`config.mk`:
```
export PLATFORM = sky130hd
export DESIGN_NAME = halt_unit
export DESIGN_NICKNAME = d
export VERILOG_FILES = /design/src/rtl/halt_unit_pkg.sv /design/src/rtl/inflight_tracker.sv /design/src/rtl/halt_unit.sv
export SDC_FILE = /design/constraint.sdc
export NUM_CORES = 1
export LEC_CHECK = 0
export CAP_MARGIN = 30
export CORE_ASPECT_RATIO = 1.2
export CORE_MARGIN = 8
export CORE_UTILIZATION = 42
export DETAILED_ROUTE_END_ITERATION = 16
export GPL_TIMING_DRIVEN = 1
export PLACE_DENSITY = 0.79
export SLEW_MARGIN = 20
export SYNTH_ARGS = -nofsm -noshare
export SYNTH_HDL_FRONTEND = slang
export SYNTH_HIERARCHICAL = 1
export SYNTH_SLANG_ARGS = --single-unit
export TNS_END_PERCENT = 100
```
`constraint.sdc`:
```
create_clock -name clk -period 2.39 [get_ports clk]
set_input_delay 0.239 -clock clk [delete_from_list [all_inputs] [get_ports clk]]
set_output_delay 0.239 -clock clk [all_outputs]
set_load 0.05 [all_outputs]
```
`src/rtl/halt_unit_pkg.sv`:
```
// Shared definitions for the halt unit: FSM encodings, the timeout return
// code and the register-index width.
package halt_unit_pkg;

  localparam int REG_IDX_W = 5;

  localparam logic [31:0] HALT_TIMEOUT_CODE = 32'hDEAD_0000;

  localparam logic [1:0] ST_RUN    = 2'd0;
  localparam logic [1:0] ST_DRAIN  = 2'd1;
  localparam logic [1:0] ST_READ   = 2'd2;
  localparam logic [1:0] ST_HALTED = 2'd3;

endpackage

```
`src/rtl/inflight_tracker.sv`:
```
// Saturating up/down counter of instructions between issue and retire,
// with a zero flag for the drain exit test.
module inflight_tracker #(
  parameter int W = 3
) (
  input  logic         clk,
  input  logic         rst_n,
  input  logic         inc,
  input  logic         dec,
  output logic [W-1:0] count,
  output logic         zero
);

  // Simultaneous inc/dec cancel; both ends saturate rather than wrap.
  always_ff @(posedge clk or negedge rst_n) begin
    if (!rst_n) begin
      count <= '0;
    end else if (inc && !dec && (count != {W{1'b1}})) begin
      count <= count + W'(1);
    end else if (dec && !inc && (count != '0)) begin
      count <= count - W'(1);
    end
  end

  assign zero = (count == '0);

endmodule

```
`src/rtl/halt_unit.sv`:
```
// Halt sequencer: stops fetch, drains in-flight instructions, reads the
// return-value register and presents a sticky isHalt/ret_val pair.
// Optional drain timeout is enabled by defining HALT_TIMEOUT_EN.
module halt_unit
  import halt_unit_pkg::*;
#(
  parameter int RET_REG    = 1,
  parameter int INFLIGHT_W = 3,
  parameter int TIMEOUT    = 64
) (
  input  logic                 clk,
  input  logic                 rst_n,
  input  logic                 halt_req,
  input  logic                 issue_valid,
  input  logic                 retire_valid,
  output logic                 stall_fetch,
  output logic [REG_IDX_W-1:0] rf_raddr,
  input  logic [31:0]          rf_rdata,
  output logic                 isHalt,
  output logic [31:0]          ret_val,
  output logic [1:0]           fsm_state
);

  logic [1:0]            state;
  logic [1:0]            state_nxt;
  logic [INFLIGHT_W-1:0] inflight_cnt;
  logic                  inflight_zero;
  logic                  drain_done;

  // issue_valid/retire_valid are single-cycle events with no back-pressure:
  // each cycle they are high counts exactly one instruction.
  inflight_tracker #(
    .W (INFLIGHT_W)
  ) u_tracker (
    .clk   (clk),
    .rst_n (rst_n),
    .inc   (issue_valid),
    .dec   (retire_valid),
    .count (inflight_cnt),
    .zero  (inflight_zero)
  );

  assign drain_done = inflight_zero && !issue_valid && !retire_valid;

`ifdef HALT_TIMEOUT_EN
  localparam int DRAIN_W = $clog2(TIMEOUT + 1);

  logic [DRAIN_W-1:0] drain_cnt;
  logic               timeout_hit;

  always_ff @(posedge clk or negedge rst_n) begin
    if (!rst_n) begin
      drain_cnt <= '0;
    end else if (state != ST_DRAIN) begin
      drain_cnt <= '0;
    end else begin
      drain_cnt <= drain_cnt + DRAIN_W'(1);
    end
  end

  assign timeout_hit = (state == ST_DRAIN) && (drain_cnt == DRAIN_W'(TIMEOUT - 1));
`else
  logic unused_cfg;
  assign unused_cfg = (TIMEOUT != 0) ^ (|inflight_cnt);
`endif

  always_comb begin
    state_nxt = state;
    case (state)
      ST_RUN: begin
        if (halt_req) state_nxt = ST_DRAIN;
      end
      ST_DRAIN: begin
        if (drain_done) state_nxt = ST_READ;
`ifdef HALT_TIMEOUT_EN
        else if (timeout_hit) state_nxt = ST_HALTED;
`endif
      end
      ST_READ:   state_nxt = ST_HALTED;
      default:   state_nxt = ST_HALTED;
    endcase
  end

  // Outputs are registered from the next state so they flip on the same edge.
  always_ff @(posedge clk or negedge rst_n) begin
    if (!rst_n) begin
      state       <= ST_RUN;
      stall_fetch <= 1'b0;
      isHalt      <= 1'b0;
      ret_val     <= '0;
    end else begin
      state       <= state_nxt;
      stall_fetch <= (state_nxt != ST_RUN);
      isHalt      <= (state_nxt == ST_HALTED);
      if (state == ST_READ) begin
        ret_val <= rf_rdata;
      end
`ifdef HALT_TIMEOUT_EN
      else if ((state == ST_DRAIN) && (state_nxt == ST_HALTED)) begin
        ret_val <= HALT_TIMEOUT_CODE | 32'(inflight_cnt);
      end
`endif
    end
  end

  assign rf_raddr  = (state == ST_READ) ? REG_IDX_W'(RET_REG) : '0;
  assign fsm_state = state;

endmodule
```
Yosys cells after proc, flatten, opt, wreduce, memory -nomap -nowiden
Index checks and enable logic that the tools add are counted.
{ "totals": {"regBits": 39, "input_bits": 37, "out_inout_bits": 41, "word_cells": 30} }
{ "op_classes": {"add_sub_neg": 2, "n_eq_ne": 4, "muxes": 6, "reduce_logical": 13} }
{ "op_table": {"columns": ["op", "n"], "rows": [
  ["$logic_and 1x1->1", 6],
  ["$mux 3", 2],
  ["$eq 2x2->1 const B", 2],
  ["$mux 2", 2],
  ["$pmux 2 s2", 1],
  ["$reduce_bool 2->1", 2],
  ["$add 3x1->3 const B", 1],
  ["$logic_not 3->1", 1],
  ["$ne 3x3->1 const B", 1],
  ["$reduce_bool 3->1", 1],
  ["$sub 3x1->3 const B", 1],
  ["$eq 2x1->1 const B", 1],
  ["$logic_not 1->1", 2],
  ["$logic_not 2->1", 1],
  ["$mux 1", 1]
]} }

Depth between registers and ports, before layout
{ "depth": {"depth_word": 6, "depth_mapped": 7} }

Hierarchy
Netlist, hierarchy kept.
{ "by_module_without_submodules": {"columns": ["module", "n_inst", "cells_each", "area_per_inst_um2"], "rows": [
  ["halt_unit", 1, 84, 1530.2],
  ["inflight_tracker", 1, 38, 319.1]
]} }

Least setup slack after synthesis
No wires, ideal clock.
{ "synth_timing": {"kind": "flip-flop to flip-flop", "start": "register u_tracker.count[0]", "end": "register u_tracker.count[1]", "setup_ps": 129, "t_arrival_ps": 1695, "slack_ps": 566, "path_stages_with_launch": 8, "n_path_buf": 1, "synth_period_minus_slack_ps": 1824, "cell_sequence": "dfrtp_1 > buf_2 > nand3_1 > nand3_1 > fa_1 > or3b_1 > a21oi_1 > a211oi_1"} }
{ "synth_via": {"elab_chain_cells": 3, "elab_cells_between_ends": 9} }
{ "synth_rtl": {"columns": ["element", "line_no", "rtl"], "rows": [
  ["start, declared", "inflight_tracker.sv:10", "output logic [W-1:0] count,"],
  ["start signal, assigned", "inflight_tracker.sv:19", "count <= count + W'(1);"],
  ["start signal, assigned", "inflight_tracker.sv:21", "count <= count - W'(1);"],
  ["$sub 3x1->3 (tied with other cells)", "inflight_tracker.sv:21", null],
  ["$mux 3 (tied with other cells)", "inflight_tracker.sv:20", "end else if (dec && !inc && (count != '0)) begin"],
  ["$mux 3 / $reduce_bool 2->1 (equally long branches)", null, null]
]} }
Parallel ways exist; a longest one is shown, timed or not. The select of a mux whose other input is x is not followed.
A chain may end at the register's enable or synchronous reset.

Worst setup path in the final report
Same ends and word-level chain as after synthesis.

==> metrics <==
status=complete, no violations; RSZ-0062 raised after global routing=false; setup tns final=0 ns; postcts setup bufs=0; Routed Antenna Nets=0; Crit-path slowest cell=dfrtp_1; # hold bufs at CTS=0; Overall Power=between 4 and 5 mW; pwr dens=1520 nW/um^2; GP Congestion=about 0.81; Initial Utilization=a little over two fifths; DP Worst Slack=approximately 0.33 ns; sequential area share after synthesis=roughly 53%; Fillers=around 310; CTS root buf=clkbuf_8; I/O Buffers=73; Worst Tran Pin Value=0.840 ns; Hold Fails Final Rpt=0; final worst slack=around 0.43 ns; post-layout min period=between 1.5 and 2 ns; Clk pin slew, worst setup/hold paths=0.07 ns; Cell Chain, Critical Path=nand3_1, nand3_1, fa_1, or3b_1, a21oi_1, a211oi_1; total number of vias=about 1.2k; Detailed Route Iter0 Violations=48; die area=between 6000 and 7000 sq um; critical path type=flop to flop; dpl cell area=2550 sq um; reg2reg setup slack=0.43 ns; total length of routed wires=around 4300 um; clk sinks=39; Max Cap Viol=0; crit path to=u_tracker/count[1]; CTS tree=built; crit-path most repeated cell=nand3_1; Net count, final=between 200 and 250; arrival time worst endpoint=2.11 ns; Multi-input gate area=approximately 740 sq um; Layout area overhead=44.4%; Placement Rows=26; layout cell share with drive strength beyond 1=26.2%; DR pass1 iterations=5; number of diodes=0; vias in the first global route=around 1.3k; post-synthesis cell count=around 120; total CTS buffers=5; fin area=around 2700 sq um; Worst Path Required=2.55 ns; wire length per cell=16.9 um; critical path depth=6; r2r endpoint=u_tracker/count[1]; commonest non-fill, non-tap cell in the layout=clkdlybuf4s50_1; worst reg-to-reg path cell count=6; fin. max-slew vios=0; Warnings, synthesis=6; setup violators final=0; FF-to-FF Start=u_tracker/count[0]; headroom to the max-slew limit=~44%; most frequent cells in the layout=clkdlybuf4s50_1 (71), dfrtp_1 (39), mux2_4 (29); first-pass GRT wire length=between 6000 and 7000 um; WP buf/inv=0; mean post-synth cell area=around 15 sq um; Longest Clk Path Bufs=2; Gates resized, CTS repair=0; final worst clock skew=0.00293 ns; Max rail drop VDD=about 580 uV; Core Area=roughly 4300 sq um; leading area contributor after synthesis=dfrtp_1; Startpoint Class=flop; Cell variety after synth=36; largest cells by area after synthesis=dfrtp_1 (53%), mux2_4 (24%), buf_12 (3.2%); DRC=0; HPWL after DPL=~3200 um; overall die height=about 89 um; fin crit share=roughly four fifths; Die W=76.6 um; Yosys reg bits=39; Vias per Instance=a little under 5; Reg area=roughly 1000 sq um; largest net degree at the start of global routing=40; Largest stage delay, worst path=~0.56 ns; H-Tree Depth=2; initial antenna violation count=0; CP Launch Point=u_tracker/count[0]; CP Capture Type=flop; Post-Syn Area=1850 sq um; top cell type's share of synthesized area=between 50% and 60%; GR Overflow Total=0; CP Max Fanout=11; max frequency=about 500 MHz; worst hold path type=primary input to asynchronous set/reset pin; clock latency on the worst-skew pair=between 0.2 and 0.3 ns; CP delay by family, top=simple AND/OR/NAND/NOR gates; io pins=between 70 and 80; Leak=~1.2 nW; Global Route Usage Sum=about an eighth
metrics by stage:
stage | instances | hold WS, ns | util [%]
final | 251 | 0.0629 | 62.7
after global placement | 243 | 0.370 | 59.9
after floorplan | 125 | -0.0566 | -
after detailed placement | 243 | 0.390 | 59.9
after global routing | 251 | 0.132 | 62.7
after CTS | 251 | 0.0857 | 62.7
synthesized netlist by cell type:
cell,n
a311oi_1,1
and3_1,1
nand2_1,2
nor3_1,1
nor4b_1,1
xor2_1,1
buf_4,4
buf_12,3
o221a_2,1
a21oi_1,1
mux2_4,29
fa_1,1
nor4bb_1,1
or3_1,2
mux2_2,4
conb_1,1
o21bai_1,1
or3b_1,1
and4bb_2,1
o211ai_1,1
buf_6,2
buf_2,4
a31oi_1,1
o21ai_0,3
clkbuf_1,1
a211oi_1,1
or2_2,1
o22ai_1,1
nor2b_1,1
inv_1,2
nand3_1,2
nor2_1,1
nor3b_1,3
or3_2,1
dfrtp_1,39
nor2b_4,1
final cells by class:
cell class / instances / share of cell area [%]
clock buffers: 6 / 3.09
inverters: 2 / 0.281
repair buffers: 76 / 28.4
clock inverters: 2 / 1.31
flip-flops and latches: 39 / 36.6
well taps: 56 / 2.62
multi-input cells: 70 / 27.7
worst min path at each step:
| stage | end | start |
|---|---|---|
| floorplan | fsm_state[0] | rst_n |
| global placement | ret_val[31] | rst_n |
| detailed placement | ret_val[31] | rst_n |
| CTS | ret_val[31] | rst_n |
| global route | ret_val[29] | rst_n |
| finish | ret_val[29] | rst_n |
routing by layer:
metal | GRT usage, % | wire [um]
met5 | 0 | 0
met4 | 4.20 | 29
met3 | 4.57 | 280
met2 | 21.7 | 2200
met1 | 14.9 | 1740
worst register-to-register path: stages (launching register included):
cell and delay [ns]:
dfrtp_1 0.56, nand3_1 0.13, nand3_1 0.12, fa_1 0.46, or3b_1 0.36, a21oi_1 0.15, a211oi_1 0.07
logic make-up (layout without fill, tap and decap cells):
logic type,count (synthesis),after routing,synth area share [%]
flops,39,39,52.8
mux,33,33,26.0
simple gates,20,20,7.65
buf+inv,16,86,7.78
compound gates,11,11,4.06
fa+ha+maj,1,1,1.08
other cells,1,4,0.203
xor+xnor,1,1,0.474
sequential cells by signal (all words and copies together), names as in the netlist:
signal / cells
fsm_state: 2
ret_val: 32
u_tracker/count: 3
isHalt: 1
stall_fetch: 1
power by group:
part | switching (mW) | total, mW | leakage (nW) | internal [mW]
logic | 1.35 | 2.31 | 0.609 | 0.955
clock network | 0.208 | 0.546 | 0.0612 | 0.338
registers | 0.231 | 1.19 | 0.489 | 0.963
Power figures use the tool's default switching activity.
